==> src/rtl/mux8_rr_arbiter_if.sv <==
// Bus between the requesters and the round-robin mux arbiter.
// The master side presents the requests and the enable; the slave side (the
// arbiter) returns the registered grant, the mux select/enable and the busy flag.
interface mux8_rr_arbiter_if;
  logic       arb_en;
  logic [7:0] req;
  logic [7:0] gnt;
  logic [2:0] sel;
  logic       mux_en;
  logic       busy;

  modport master (
    output arb_en, req,
    input  gnt, sel, mux_en, busy
  );

  modport slave (
    input  arb_en, req,
    output gnt, sel, mux_en, busy
  );
endinterface

==> src/rtl/mux8_rr_arbiter.sv <==
// Round-robin arbiter that shares a single 8:1 mux between eight requesters.
// It drives the mux select {s2,s1,s0} and enable from registers only, holds a
// grant for at most MAX_HOLD cycles and then rotates to the next requester.
// The previous owner always comes last in the scan, which keeps access fair.
module mux8_rr_arbiter #(
  parameter int MAX_HOLD = 4,
  parameter int HOLD_W   = 8
) (
  input  logic                clk_i,
  input  logic                rst_i,
  mux8_rr_arbiter_if.slave    bus
);

  typedef enum logic {
    IDLE  = 1'b0,
    GRANT = 1'b1
  } state_t;

  localparam logic [HOLD_W-1:0] HoldLast = HOLD_W'(MAX_HOLD - 1);

  state_t            state_q;
  logic [7:0]        gnt_q;
  logic [2:0]        sel_q;
  logic              mux_en_q;
  logic              busy_q;
  logic [HOLD_W-1:0] hold_q;
  logic [2:0]        last_q;

  logic [2:0]        searchBase;
  logic [2:0]        winIdx;
  logic              winValid;
  logic              retain;
  logic [2:0]        scanIdx;

  // Scan the request vector starting one past the base, wrapping 7->0; the
  // base itself is visited last. In GRANT the base is the current owner, since
  // any release makes the owner the new "last" before the next search.
  always_comb begin
    searchBase = (state_q == GRANT) ? sel_q : last_q;
    winIdx     = 3'd0;
    winValid   = 1'b0;
    scanIdx    = 3'd0;
    for (int k = 1; k <= 8; k++) begin
      scanIdx = searchBase + 3'(k);
      if (!winValid && bus.req[scanIdx]) begin
        winValid = 1'b1;
        winIdx   = scanIdx;
      end
    end
  end

  // The owner keeps the mux while it still asks for it and its hold budget
  // is not spent; a MAX_HOLD of 1 makes this never true, so every cycle rescans.
  always_comb begin
    retain = bus.arb_en && bus.req[sel_q] && (hold_q < HoldLast);
  end

  // Arbitration FSM with all outputs registered alongside the state.
  always_ff @(posedge clk_i) begin
    if (rst_i) begin
      state_q  <= IDLE;
      gnt_q    <= 8'h00;
      sel_q    <= 3'd0;
      mux_en_q <= 1'b0;
      busy_q   <= 1'b0;
      hold_q   <= '0;
      last_q   <= 3'd7;
    end else begin
      case (state_q)
        IDLE: begin
          hold_q <= '0;
          if (bus.arb_en && winValid) begin
            state_q  <= GRANT;
            gnt_q    <= 8'b1 << winIdx;
            sel_q    <= winIdx;
            mux_en_q <= 1'b1;
            busy_q   <= 1'b1;
          end else begin
            state_q  <= IDLE;
            gnt_q    <= 8'h00;
            sel_q    <= 3'd0;
            mux_en_q <= 1'b0;
            busy_q   <= 1'b0;
          end
        end

        GRANT: begin
          if (!bus.arb_en) begin
            state_q  <= IDLE;
            last_q   <= sel_q;
            gnt_q    <= 8'h00;
            sel_q    <= 3'd0;
            mux_en_q <= 1'b0;
            busy_q   <= 1'b0;
            hold_q   <= '0;
          end else if (retain) begin
            hold_q <= hold_q + 1'b1;
          end else begin
            last_q <= sel_q;
            hold_q <= '0;
            if (winValid) begin
              state_q  <= GRANT;
              gnt_q    <= 8'b1 << winIdx;
              sel_q    <= winIdx;
              mux_en_q <= 1'b1;
              busy_q   <= 1'b1;
            end else begin
              state_q  <= IDLE;
              gnt_q    <= 8'h00;
              sel_q    <= 3'd0;
              mux_en_q <= 1'b0;
              busy_q   <= 1'b0;
            end
          end
        end

        default: begin
          state_q  <= IDLE;
          gnt_q    <= 8'h00;
          sel_q    <= 3'd0;
          mux_en_q <= 1'b0;
          busy_q   <= 1'b0;
          hold_q   <= '0;
        end
      endcase
    end
  end

  assign bus.gnt    = gnt_q;
  assign bus.sel    = sel_q;
  assign bus.mux_en = mux_en_q;
  assign bus.busy   = busy_q;

endmodule

==> src/flat_wrapper.sv <==
// flat-port wrapper written by rule: the top's interface ports become plain ports
module mux8_rr_arbiter_flat 
#(
  parameter int MAX_HOLD = 4,
  parameter int HOLD_W   = 8
)
  (clk_i, rst_i, bus_arb_en, bus_req, bus_gnt, bus_sel, bus_mux_en, bus_busy);
  mux8_rr_arbiter_if bus_i ();
  input  logic clk_i;
  input  logic rst_i;
  input wire logic [$bits(bus_i.arb_en)-1:0] bus_arb_en;
  input wire logic [$bits(bus_i.req)-1:0] bus_req;
  output wire logic [$bits(bus_i.gnt)-1:0] bus_gnt;
  output wire logic [$bits(bus_i.sel)-1:0] bus_sel;
  output wire logic [$bits(bus_i.mux_en)-1:0] bus_mux_en;
  output wire logic [$bits(bus_i.busy)-1:0] bus_busy;
  assign bus_i.arb_en = bus_arb_en;
  assign bus_i.req = bus_req;
  assign bus_gnt = bus_i.gnt;
  assign bus_sel = bus_i.sel;
  assign bus_mux_en = bus_i.mux_en;
  assign bus_busy = bus_i.busy;
  mux8_rr_arbiter #(.MAX_HOLD(MAX_HOLD), .HOLD_W(HOLD_W)) u_core (.clk_i(clk_i), .rst_i(rst_i), .bus(bus_i));
endmodule
==> config.mk <==
export PLATFORM = sky130hd
export DESIGN_NAME = mux8_rr_arbiter_flat
export DESIGN_NICKNAME = d
export VERILOG_FILES = /design/src/rtl/mux8_rr_arbiter_if.sv /design/src/rtl/mux8_rr_arbiter.sv /design/src/flat_wrapper.sv
export SDC_FILE = /design/constraint.sdc
export NUM_CORES = 1
export LEC_CHECK = 0
export ABC_AREA = 1
export CORE_UTILIZATION = 57
export DETAILED_ROUTE_END_ITERATION = 8
export PLACE_DENSITY = 0.81
export SLEW_MARGIN = 10
export SYNTH_ARGS = -nofsm -noshare
export SYNTH_HDL_FRONTEND = slang
export SYNTH_SLANG_ARGS = --single-unit
==> constraint.sdc <==
create_clock -name clk_i -period 5.9 [get_ports clk_i]
set_input_delay 0.59 -clock clk_i [delete_from_list [all_inputs] [get_ports clk_i]]
set_output_delay 0.59 -clock clk_i [all_outputs]
set_load 0.005 [all_outputs]
# Word level (Yosys, flattened, before mapping)
# Cells that the tools add are included.
# word_totals
ff_bits,24
latchBits,0
mem_bits_rw,0
rom_bits,0
in_bits,11
out_inout_bits,13
word_cells,104
mem_count,0
# op_classes
add_sub_neg,8
mul,0
div_mod_pow,0
n_lt_le_gt_ge,10
n_eq_ne,2
shifts,1
n_mux,58
n_bitwise,1
n_reduce_logical,18
# ops
operator,n
$mux W8,6
$mux W3,15
$lt A3 B4 Y1 const B,9
$pmux W8 S2,2
$bmux W1 S3,9
$mux W1,23
$add A3 B3 Y3 const B,4
$logic_and A1 B1 Y1,10
$add A8 B1 Y8 const B,1
$lt A8 B2 Y1 const B,1
$shl A1 B3 Y8 const A,1
$logic_not A1 Y1,7
$add A3 B2 Y3 const B,2
$pmux W3 S2,1
$pmux W1 S2,2
$add A3 B1 Y3 const B,1
$ne A3 B3 Y1 const B,1
$ne A2 B2 Y1 const B,1
$reduce_and A2 Y1,1
$not A1 Y1,1

# Depth between registers and ports, before layout
# Gate-level depths: netlist of run 1.
# depth
word_depth,31
mapped_depth,24
mapped_depth_nobuf,23

# Worst setup path after synthesis of run 1
# No wires, ideal clock.
# synth_path
kind,flip-flop to flip-flop
from,"register u_core.sel_q[0], in the netlist u_core.bus.sel[0]"
to,"register u_core.gnt_q[3], in the netlist u_core.bus.gnt[3]"
setup_ns,0.128
t_arrival_ns,2.566
t_required_ns,5.772
path_slack_ns,3.207
stages_incl_launch_ff,22
path_buffers,2
period_less_slack_ns,2.693
cell_sequence,dfxtp_1 -> buf_2 -> inv_1 -> nand2_1 -> nand2_1 -> ha_1 -> buf_2 -> inv_1 -> nand2_1 -> nand3_1 -> nand2_4 -> nand2_4 -> nor2_8 -> nand3_4 -> nor2_8 -> nand3b_2 -> nand2_2 -> nor2_4 -> nand3_2 -> nor2_1 -> nor2_1 -> nor2_1
# synth_between
elab_chain_len,31
word_cells_on_any_way,66
classes_between,add/sub: 7; eq/ne: 1; shift: 1; mux: 40; reduce/logical: 17
# synth_rtl
item,line,text
from (decl),mux8_rr_arbiter.sv:23,logic [2:0] sel_q;
from (signal assigned),mux8_rr_arbiter.sv:75,sel_q <= winIdx;
from (signal assigned),mux8_rr_arbiter.sv:104,sel_q <= winIdx;
$mux W3,mux8_rr_arbiter.sv:39,searchBase = (state_q == GRANT) ? sel_q : last_q;
$add A3 B1 Y3,mux8_rr_arbiter.sv:44,scanIdx = searchBase + 3'(k);
$bmux W1 S3,mux8_rr_arbiter.sv:45,if (!winValid && bus.req[scanIdx]) begin
$mux W1 (not written as such),mux8_rr_arbiter.sv:45,
$mux W1,mux8_rr_arbiter.sv:45,
$logic_not A1 Y1,mux8_rr_arbiter.sv:45,
$logic_and A1 B1 Y1,mux8_rr_arbiter.sv:45,
$mux W1,mux8_rr_arbiter.sv:45,
[15 not listed],-,
$logic_not A1 Y1,mux8_rr_arbiter.sv:45,
$logic_and A1 B1 Y1,mux8_rr_arbiter.sv:45,
$mux W3,mux8_rr_arbiter.sv:45,
$shl A1 B3 Y8,"mux8_rr_arbiter.sv:74, mux8_rr_arbiter.sv:103",
$mux W8,mux8_rr_arbiter.sv:101,if (winValid) begin
$mux W8,mux8_rr_arbiter.sv:96,end else if (retain) begin
$mux W8,mux8_rr_arbiter.sv:88,if (!bus.arb_en) begin
$pmux W8 S2,mux8_rr_arbiter.sv:69,case (state_q)
to (signal assigned),mux8_rr_arbiter.sv:74,gnt_q <= 8'b1 << winIdx;
to (signal assigned),mux8_rr_arbiter.sv:103,gnt_q <= 8'b1 << winIdx;
to (decl),mux8_rr_arbiter.sv:22,logic [7:0] gnt_q;
# Parallel ways exist; a longest one is shown, timed or not. The select of a mux whose other input is x is not followed.
# A chain may end at the register's enable or synchronous reset.

# Final worst setup path of run 1
# layout_path
from,register u_core.state_q
to,"register u_core.gnt_q[1], in the netlist u_core.bus.gnt[1]"
# layout_between
elab_chain_len,31
word_cells_on_any_way,63
classes_between,add/sub: 7; eq/ne: 1; shift: 1; mux: 38; bitwise: 1; reduce/logical: 15
# layout_rtl
item,line,text
from (decl),mux8_rr_arbiter.sv:21,state_t state_q;
from (signal assigned),mux8_rr_arbiter.sv:61,state_q <= IDLE;
from (signal assigned),mux8_rr_arbiter.sv:73,state_q <= GRANT;
from (signal assigned),mux8_rr_arbiter.sv:79,state_q <= IDLE;
$mux W3,mux8_rr_arbiter.sv:39,
$add A3 B1 Y3,mux8_rr_arbiter.sv:44,
$bmux W1 S3,mux8_rr_arbiter.sv:45,
$mux W1 (not written as such),mux8_rr_arbiter.sv:45,
$mux W1,mux8_rr_arbiter.sv:45,
$logic_not A1 Y1,mux8_rr_arbiter.sv:45,
$logic_and A1 B1 Y1,mux8_rr_arbiter.sv:45,
$mux W1,mux8_rr_arbiter.sv:45,
[15 not listed],-,
$logic_not A1 Y1,mux8_rr_arbiter.sv:45,
$logic_and A1 B1 Y1,mux8_rr_arbiter.sv:45,
$mux W3,mux8_rr_arbiter.sv:45,
$shl A1 B3 Y8,"mux8_rr_arbiter.sv:74, mux8_rr_arbiter.sv:103",
$mux W8,mux8_rr_arbiter.sv:101,
$mux W8,mux8_rr_arbiter.sv:96,
$mux W8,mux8_rr_arbiter.sv:88,
$pmux W8 S2,mux8_rr_arbiter.sv:69,
# Parallel ways exist; a longest one is shown, timed or not. The select of a mux whose other input is x is not followed.

==> results of run 1 <==
## final cells by class
class | instances | share of cell area
Multi-Input combinational cell | 261 | 0.597
Sequential cell | 24 | 0.205
Inverter | 35 | 0.0593
Clock buffer | 4 | 0.0155
Timing Repair Buffer | 23 | 0.0982
Tap cell | 46 | 0.0246
## power breakdown
group | switching, mW | total [mW] | internal, mW
logic | 0.209 | 0.316 | 0.107
clock network | 0.0480 | 0.0857 | 0.0377
registers | 0.0141 | 0.189 | 0.175
total | 0.271 | 0.591 | 0.320
## kinds of logic after synthesis
kind of cell	Yosys count
compound gates	28
fa+ha+maj	3
buf+inv	45
flops	24
other cells	1
simple gates	224
## metal layers
layer | global-route usage | share of wire | wire (um)
met5 | 0 | 0 | 0
met3 | 0.0201 | 0.038 | 183
met2 | 0.490 | 0.49 | 2370
met4 | 0.119 | 0.027 | 131
met1 | 0.324 | 0.45 | 2190
## state kept, by name, indices dropped and copies added, names as in the netlist
signal / count
u_core.bus.gnt: 8
u_core.bus.mux_en: 1
u_core.bus.sel: 3
u_core.hold_q: 8
u_core.last_q: 3
u_core.state_q: 1
## cell usage after synthesis, types with 2 or more instances
master	n	share of area
nand2_1	91	0.16
nand3_1	51	0.12
inv_1	32	0.057
nor2_1	32	0.057
dfxtp_1	24	0.23
a21oi_1	13	0.031
nand3_2	11	0.053
nand4_1	9	0.027
o21ai_0	9	0.022
nand2_2	6	0.018
nand2_4	6	0.032
nor3_1	4	0.0096
ha_1	3	0.018
buf_2	2	0.0048
buf_4	2	0.0072
buf_6	2	0.011
clkbuf_1	2	0.0036
nand2_8	2	0.019
nor2_2	2	0.0060
nor2_8	2	0.019
nor4_1	2	0.0060
o21ai_2	2	0.0084
## worst max-delay path, cell delays in order (launching register included)
cell      delay (ns)
dfxtp_1         0.73
inv_8           0.09
nand2_1         0.12
nand2_1         0.15
ha_1            0.54
inv_1           0.22
nand3_1         0.13
nand2_1         0.08
nand2_1         0.10
nand2_4         0.09
nor2_8          0.17
nand3_4         0.11
nor2_8          0.14
nand3b_2        0.09
nand2_2         0.11
nor2_4          0.07
nand3_2         0.14
nor2_1          0.05
nor2_1          0.09
nor2_1          0.04
## layout by cell type (no fill, tap or decap), drive strengths merged
cell type,count
nand4,9
clkinv,1
nand3,63
inv,34
nor2,37
nor4,2
conb,6
ha,3
a21boi,1
nand2,105
nor4b,1
o21ai,13
or2,1
clkbuf,4
a21oi,13
nand3b,1
and3,1
nor3,4
dfxtp,24
clkdlybuf4s50,23
o221ai,1
## path summary, 6_finish.rpt
path | start | end | slack (ns)
worst max-delay path | u_core.state_q$_SDFF_PP0_ | u_core.bus.gnt[1]$_SDFFE_PP0P_ | 2.50
worst min register to register | u_core.hold_q[0]$_SDFF_PP0_ | u_core.hold_q[0]$_SDFF_PP0_ | 0.45
worst max register to register | u_core.state_q$_SDFF_PP0_ | u_core.bus.gnt[1]$_SDFFE_PP0P_ | 2.50
worst min-delay path | u_core.hold_q[0]$_SDFF_PP0_ | u_core.hold_q[0]$_SDFF_PP0_ | 0.45
## metrics by stage
stage          area [um^2]  hold slack (ns)  cells
2_1_floorplan         2110            0.399    330
6_report              2340            0.446    393
3_3_place_gp          2310            0.410    389
3_5_place_dp          2310            0.425    389
5_1_grt               2340            0.456    393
4_1_cts               2340            0.445    393
==> results.rst, run 1 <==
.. list-table::
   :header-rows: 1

   * - Metric
     - Value
   * - Critical path data arrival time
     - about 3.6 ns
   * - Antenna violations before repair
     - 0
   * - CTS H-tree depth
     - 1
   * - Yosys warning total
     - 0
   * - Total leakage power
     - between 1 and 1.5 nW
   * - EDFF count, synth
     - 0
   * - CP Class
     - flop to flop
   * - Status
     - finished clean
   * - Die outline area
     - about 0.004 mm^2
   * - GRT Residual Overflow
     - 0
   * - Post-Synth Adder-Cell Area
     - 0.0180
   * - Tcrit/Tclk final
     - 0.576
   * - Final routed wire length divided by cell count
     - between 10 and 15 um
   * - DRC viols
     - 0
   * - Number of antenna cells inserted
     - 0
   * - Count of buffers inserted at the top-level ports
     - 23
   * - Fillcell total
     - 327
   * - Syn Inst Count
     - 325
   * - Hold-fix buffer count after cts
     - 0
   * - Final RePlAce weighted congestion
     - 0.933
   * - Number of slew-limit violations in the final report
     - 0
   * - Pre-Repair DR Iteration Count
     - 4
   * - Floorplan row count
     - 21
   * - Clock latency at the later pin of the worst-skew pair
     - around 0.32 ns
   * - Post-cts sizing count
     - 0
   * - Min-delay worst type
     - flop to flop
   * - Hold path depth
     - 1
   * - Xor-xnor portion of the synthesized cell area
     - 0
   * - Layout Area Growth over Synthesis
     - 12.1%
   * - Post-layout power
     - 591 uW
   * - Total clock sinks
     - 24
   * - Number of maximum-capacitance violations
     - 0
   * - Final Skew
     - about 0.011 ns
   * - Largest family of logic cells by synthesized area
     - simple AND/OR/NAND/NOR gates
   * - Iter 0 DRT Violations
     - between 150 and 200
   * - Highest ir drop seen on vdd
     - 169 uV
   * - Critical Path End Type
     - flop
   * - Horizontal die dimension
     - 62.6 um
   * - Most used DFF post-synth
     - dfxtp_1
   * - RSZ-0062 raised after global routing
     - false
   * - Pwr Density
     - ~250 mW/mm^2
   * - Utilization after layout
     - 0.686
   * - Post-synthesis simple-gate area fraction
     - 0.562
   * - Kind of start point of the critical path
     - flop
   * - Post-synthesis mux area share
     - 0
   * - Area occupied by multi-input gates
     - 0.00140 mm^2
   * - # IOs
     - 24
   * - DPL Wire Length
     - 3840 um
   * - FF/Latch Area
     - a little under 500 um^2
   * - Core area
     - 0.00342 mm^2
   * - Fraction of the mapped netlist area in compound gates
     - 0.0790
   * - Mean number of vias per cell
     - about 5.4
   * - Wire length reported by the detailed router
     - just under 5000 um
   * - Setup slack after placement
     - 2.54 ns
   * - Antenna-violating nets left
     - 0
   * - Height of the die
     - ~63 um
   * - Slew at the pin closest to its max-slew limit
     - 0.641 ns
   * - Overall routing resource usage
     - 0.271
   * - Worst slew margin
     - 0.571
   * - Hold Violations, Final
     - 0
   * - Final worst path period need
     - 3.40 ns
   * - Count of endpoints failing setup in the final report
     - 0
   * - Vias in the first global route
     - between 2k and 2.5k
   * - Vias after detailed routing
     - approximately 2.1k
   * - Cell area after technology mapping
     - around 0.0021 mm^2
   * - Data required time of the worst path
     - about 6 ns
   * - Share of synthesized registers carrying an async set or reset
     - 0
   * - Highest net fanout along the worst path
     - 10
   * - Initial cell density of the core
     - 0.612
   * - Sequential cell area fraction in the yosys report
     - 0.230
   * - Reg clk slew, reported paths
     - about 0.13 ns
   * - TritonCTS clock tree
     - built
   * - Number of nets in the layout
     - about 360
   * - Number of distinct library cells after synthesis
     - 38
   * - Wire length of the first global-routing pass
     - approximately 8700 um
   * - Crit path setup slack, layout
     - 2.50 ns
   * - Clock root buffer
     - clkbuf_4
   * - Maximum root-to-sink buffer count
     - 2
   * - CTS Buf Count
     - 3
   * - Maximum clock frequency
     - between 0.2 and 0.3 GHz
   * - Flops & latches, synth
     - 24
   * - Avg Cell Area, Syn
     - 6.43 um^2
   * - Ratio of cells with drive above 1 in the final layout
     - 0.118
   * - Post CTS Setup Buffer Count
     - 0
   * - Logic depth of the worst register-to-register path
     - 19
   * - Largest net degree at the start of global routing
     - 17
   * - Final sum of negative setup slack
     - 0 ns
(Power assumes the default switching activity.)
==> run 2: changes to the inputs <==
==> constraint.sdc (replaced) <==
create_clock -name clk_i -period 3.3 [get_ports clk_i]
set_input_delay 0.33 -clock clk_i [delete_from_list [all_inputs] [get_ports clk_i]]
set_output_delay 0.33 -clock clk_i [all_outputs]
set_load 0.005 [all_outputs]
==> run 2 against run 1 <==
  * Setup slack lost 2.1 ns
  * Critical endpoint is now u_core.bus.gnt[7]$_SDFFE_PP0P_
  * Clock skew shrank 0.0069 ns
  * Via count grew 1.7%
==> results.rst, run 2 (synthesis gave the netlist of run 1 again) <==
.. list-table::
   :header-rows: 1

   * - Metric
     - Value
   * - Status
     - finished clean (unchanged)
   * - Worst path buffer plus inverter count
     - 3 (was 2)
   * - Iter 0 DRT Violations
     - 183 (was 152)
   * - Critical path data arrival time
     - 3.14 ns (was 3.60 ns)
   * - Total leakage power
     - 1.15 nW (was 1.12 nW)
   * - Number of maximum-capacitance violations
     - 0 (unchanged)
   * - Length of routed met3 wiring
     - 205 um (was 183 um)
   * - Maximum root-to-sink buffer count
     - 2 (unchanged)
   * - Fillcell total
     - 321 (was 327)
   * - Number of nets in the layout
     - 367 (was 362)
   * - Data required time of the worst path
     - 3.55 ns (was 6.10 ns)
   * - Slew at the pin closest to its max-slew limit
     - 0.589 ns (was 0.641 ns)
   * - Largest net degree at the start of global routing
     - 17 (unchanged)
   * - Wire length reported by the detailed router
     - 4980 um (was 4880 um)
   * - Hold Violations, Final
     - 0 (unchanged)
   * - Initial cell density of the core
     - 0.612 (unchanged)
   * - Count of buffers inserted at the top-level ports
     - 23 (unchanged)
   * - Layout Area Growth over Synthesis
     - 14.7% (was 12.1%)
   * - Ratio of cells with drive above 1 in the final layout
     - 0.134 (was 0.118)
   * - Post-layout power
     - 1.13 mW (was 591 uW)
   * - Cell internal pwr
     - 640 uW (was 320 uW)
   * - Count of endpoints failing setup in the final report
     - 0 (unchanged)
   * - Wire length of the first global-routing pass
     - 8730 um (was 8710 um)
   * - Part of the power in the clock network
     - 0.185 (was 0.145)
   * - Final worst path period need
     - 2.89 ns (was 3.40 ns)
   * - DPL Wire Length
     - 3870 um (was 3840 um)
   * - Worst slew margin
     - 0.606 (was 0.571)
   * - Floorplan row count
     - 21 (unchanged)
   * - Max layer used
     - met4 (unchanged)
   * - Core area
     - 0.00342 mm^2 (unchanged)
   * - CP Cell Sequence
     - inv_8 -> nand2_1 -> nand2_1 -> ha_1 -> buf_4 -> nand3_1 -> nand3_1 -> nand2_4 -> nand2_4 -> nor2_8 -> nand3_4 -> nor2_8 -> nand4_1 -> nand3_2 -> nand2_1 -> inv_1 -> nand3_1 -> a21oi_1 (was inv_8 -> nand2_1 -> nand2_1 -> ha_1 -> inv_1 -> nand3_1 -> nand2_1 -> nand2_1 -> nand2_4 -> nor2_8 -> nand3_4 -> nor2_8 -> nand3b_2 -> nand2_2 -> nor2_4 -> nand3_2 -> nor2_1 -> nor2_1 -> nor2_1)
   * - Setup slack on the worst flop-to-flop path
     - 0.41 ns (was 2.50 ns)
   * - Reg clk slew, reported paths
     - 0.13 ns (about the same)
   * - GRT Residual Overflow
     - 0 (unchanged)
   * - Overall routing resource usage
     - 0.275 (was 0.271)
   * - # IOs
     - 24 (unchanged)
   * - Horizontal die dimension
     - 62.6 um (unchanged)
   * - Maximum clock frequency
     - 0.346 GHz (was 0.294 GHz)
   * - Final routed wire length divided by cell count
     - 12.5 um (was 12.4 um)
   * - Number of antenna cells inserted
     - 0 (unchanged)
   * - Sw Ratio
     - 0.435 (was 0.458)
   * - Stage delay of the slowest cell on the critical path
     - 0.55 ns (was 0.73 ns)
   * - Post CTS Setup Buffer Count
     - 0 (unchanged)
   * - Kind of start point of the critical path
     - flop (unchanged)
   * - Net switching power figure
     - 492 uW (was 271 uW)
   * - Highest ir drop seen on vdd
     - 342 uV (was 169 uV)
   * - Slowest cell on crit path
     - dfxtp_2 (was dfxtp_1)
   * - Final RePlAce weighted congestion
     - 0.932 (was 0.933)
   * - Die outline area
     - 0.00391 mm^2 (unchanged)
   * - Leading cell type in the layout, fill and taps excluded
     - nand2_1 (unchanged)
   * - Met2 routed wirelength
     - 2370 um (about the same)
   * - CP Class
     - flop to flop (unchanged)
   * - CTS Buf Count
     - 3 (unchanged)
   * - Antenna violations before repair
     - 0 (unchanged)
   * - Pwr Density
     - 472 mW/mm^2 (was 252 mW/mm^2)
   * - Tcrit/Tclk final
     - 0.875 (was 0.576)
   * - Mean number of vias per cell
     - 5.45 (was 5.43)
   * - Clock root buffer
     - clkbuf_4 (unchanged)
   * - Leading cell types in the layout, fill and taps excluded
     - 91 x nand2_1, 51 x nand3_1, 32 x inv_1, 32 x nor2_1 (was 91 x nand2_1, 51 x nand3_1, 32 x inv_1, 32 x nor2_1, 24 x dfxtp_1)
   * - Min-delay worst type
     - flop to flop (unchanged)
   * - CTS H-tree depth
     - 1 (unchanged)
   * - RSZ-0062 raised after global routing
     - false (unchanged)
   * - Vias after detailed routing
     - 2170 (was 2133)
   * - DRC viols
     - 0 (unchanged)
   * - Pre-Repair DR Iteration Count
     - 6 (was 4)
   * - Antenna-violating nets left
     - 0 (unchanged)
   * - Critical Path End Type
     - flop (unchanged)
   * - Reg power frac
     - 0.297 (was 0.320)
   * - Final sum of negative setup slack
     - 0 ns (unchanged)
   * - Utilization after layout
     - 0.702 (was 0.686)
   * - TritonCTS clock tree
     - built (unchanged)
   * - Height of the die
     - 62.6 um (unchanged)
   * - Clock latency at the later pin of the worst-skew pair
     - 0.32 ns (about the same)
   * - Vias in the first global route
     - 2072 (was 2055)
   * - Combinational group share of total power
     - 0.518 (was 0.535)
   * - Number of slew-limit violations in the final report
     - 0 (unchanged)
   * - Final Skew
     - 0.00363 ns (was 0.0105 ns)
   * - Category of cells accounting for the largest share of critical-path delay
     - simple AND/OR/NAND/NOR gates (unchanged)
   * - Highest net fanout along the worst path
     - 10 (unchanged)
   * - Wire length on met1
     - 2220 um (was 2190 um)
   * - Total clock sinks
     - 24 (unchanged)
   * - Hold-fix buffer count after cts
     - 0 (unchanged)
[run 2: final timing paths]
path,startpoint,endpoint,cells past startpoint
worst min register to register,u_core.hold_q[0]$_SDFF_PP0_,u_core.hold_q[0]$_SDFF_PP0_,1
worst max-delay path,u_core.state_q$_SDFF_PP0_,u_core.bus.gnt[7]$_SDFFE_PP0P_,18
worst min-delay path,u_core.hold_q[0]$_SDFF_PP0_,u_core.hold_q[0]$_SDFF_PP0_,1
worst max register to register,u_core.state_q$_SDFF_PP0_,u_core.bus.gnt[7]$_SDFFE_PP0P_,18
[run 2: worst register-to-register path: stages (launching register included)]
cell	delay (ns)
dfxtp_2	0.55
inv_8	0.08
nand2_1	0.10
nand2_1	0.14
ha_1	0.33
buf_4	0.18
nand3_1	0.10
nand3_1	0.12
nand2_4	0.11
nand2_4	0.07
nor2_8	0.14
nand3_4	0.11
nor2_8	0.14
nand4_1	0.15
nand3_2	0.16
nand2_1	0.09
inv_1	0.07
nand3_1	0.07
a21oi_1	0.12
[run 2: layout make-up]
class                           instances  area, um^2  area share
Multi-Input combinational cell        261        1400       0.584
Sequential cell                        24         482       0.201
Timing Repair Buffer                   28         268       0.112
Inverter                               35         139      0.0579
Tap cell                               46        57.6      0.0240
Clock inverter                          1        30.0      0.0125
Clock buffer                            3        22.5     0.00939
[run 2: layer usage]
layer / up-vias / track usage
li1: 1116 / -
met1: 973 / 0.327
met2: 64 / 0.481
met5: - / 0
met3: 17 / 0.0365
met4: 0 / 0.140
[run 2: stage by stage]
step                      setup slack (ns)  instance area [um^2]  instances  hold slack, ns
after global routing                0.0370                  2400        398           0.471
after global placement               0.322                  2340        394           0.411
final                                0.413                  2400        398           0.451
after CTS                            0.194                  2400        398           0.457
after floorplan                      0.607                  2110        330           0.399
after detailed placement             0.234                  2340        394           0.439
[run 2: what timing repair did]
action / CTS / global route
gates resized for setup: 0 / 1
endpoints found under the hold margin: 0 / 0
setup endpoints to repair: 0 / 9
[run 2: power groups by stage]
| stage | clock network [mW] | logic (mW) | registers (mW) |
|---|---|---|---|
| 2_1_floorplan | 0 | 0.445 | 0.335 |
| 3_3_place_gp | 0 | 0.567 | 0.341 |
| 3_5_place_dp | 0 | 0.576 | 0.342 |
| 4_1_cts | 0.213 | 0.580 | 0.336 |
| 5_1_grt | 0.228 | 0.659 | 0.339 |
| 6_report | 0.209 | 0.586 | 0.336 |
==> run 3: changes to the inputs <==
--- a/config.mk
+++ b/config.mk
@@ -6,6 +6,7 @@
 export NUM_CORES = 1
 export LEC_CHECK = 0
 export ABC_AREA = 1
+export CAP_MARGIN = 30
 export CORE_UTILIZATION = 57
 export DETAILED_ROUTE_END_ITERATION = 8
 export PLACE_DENSITY = 0.81
==> results of run 3 <==
Final layout, timing and power as in run 2 (identical DEF).
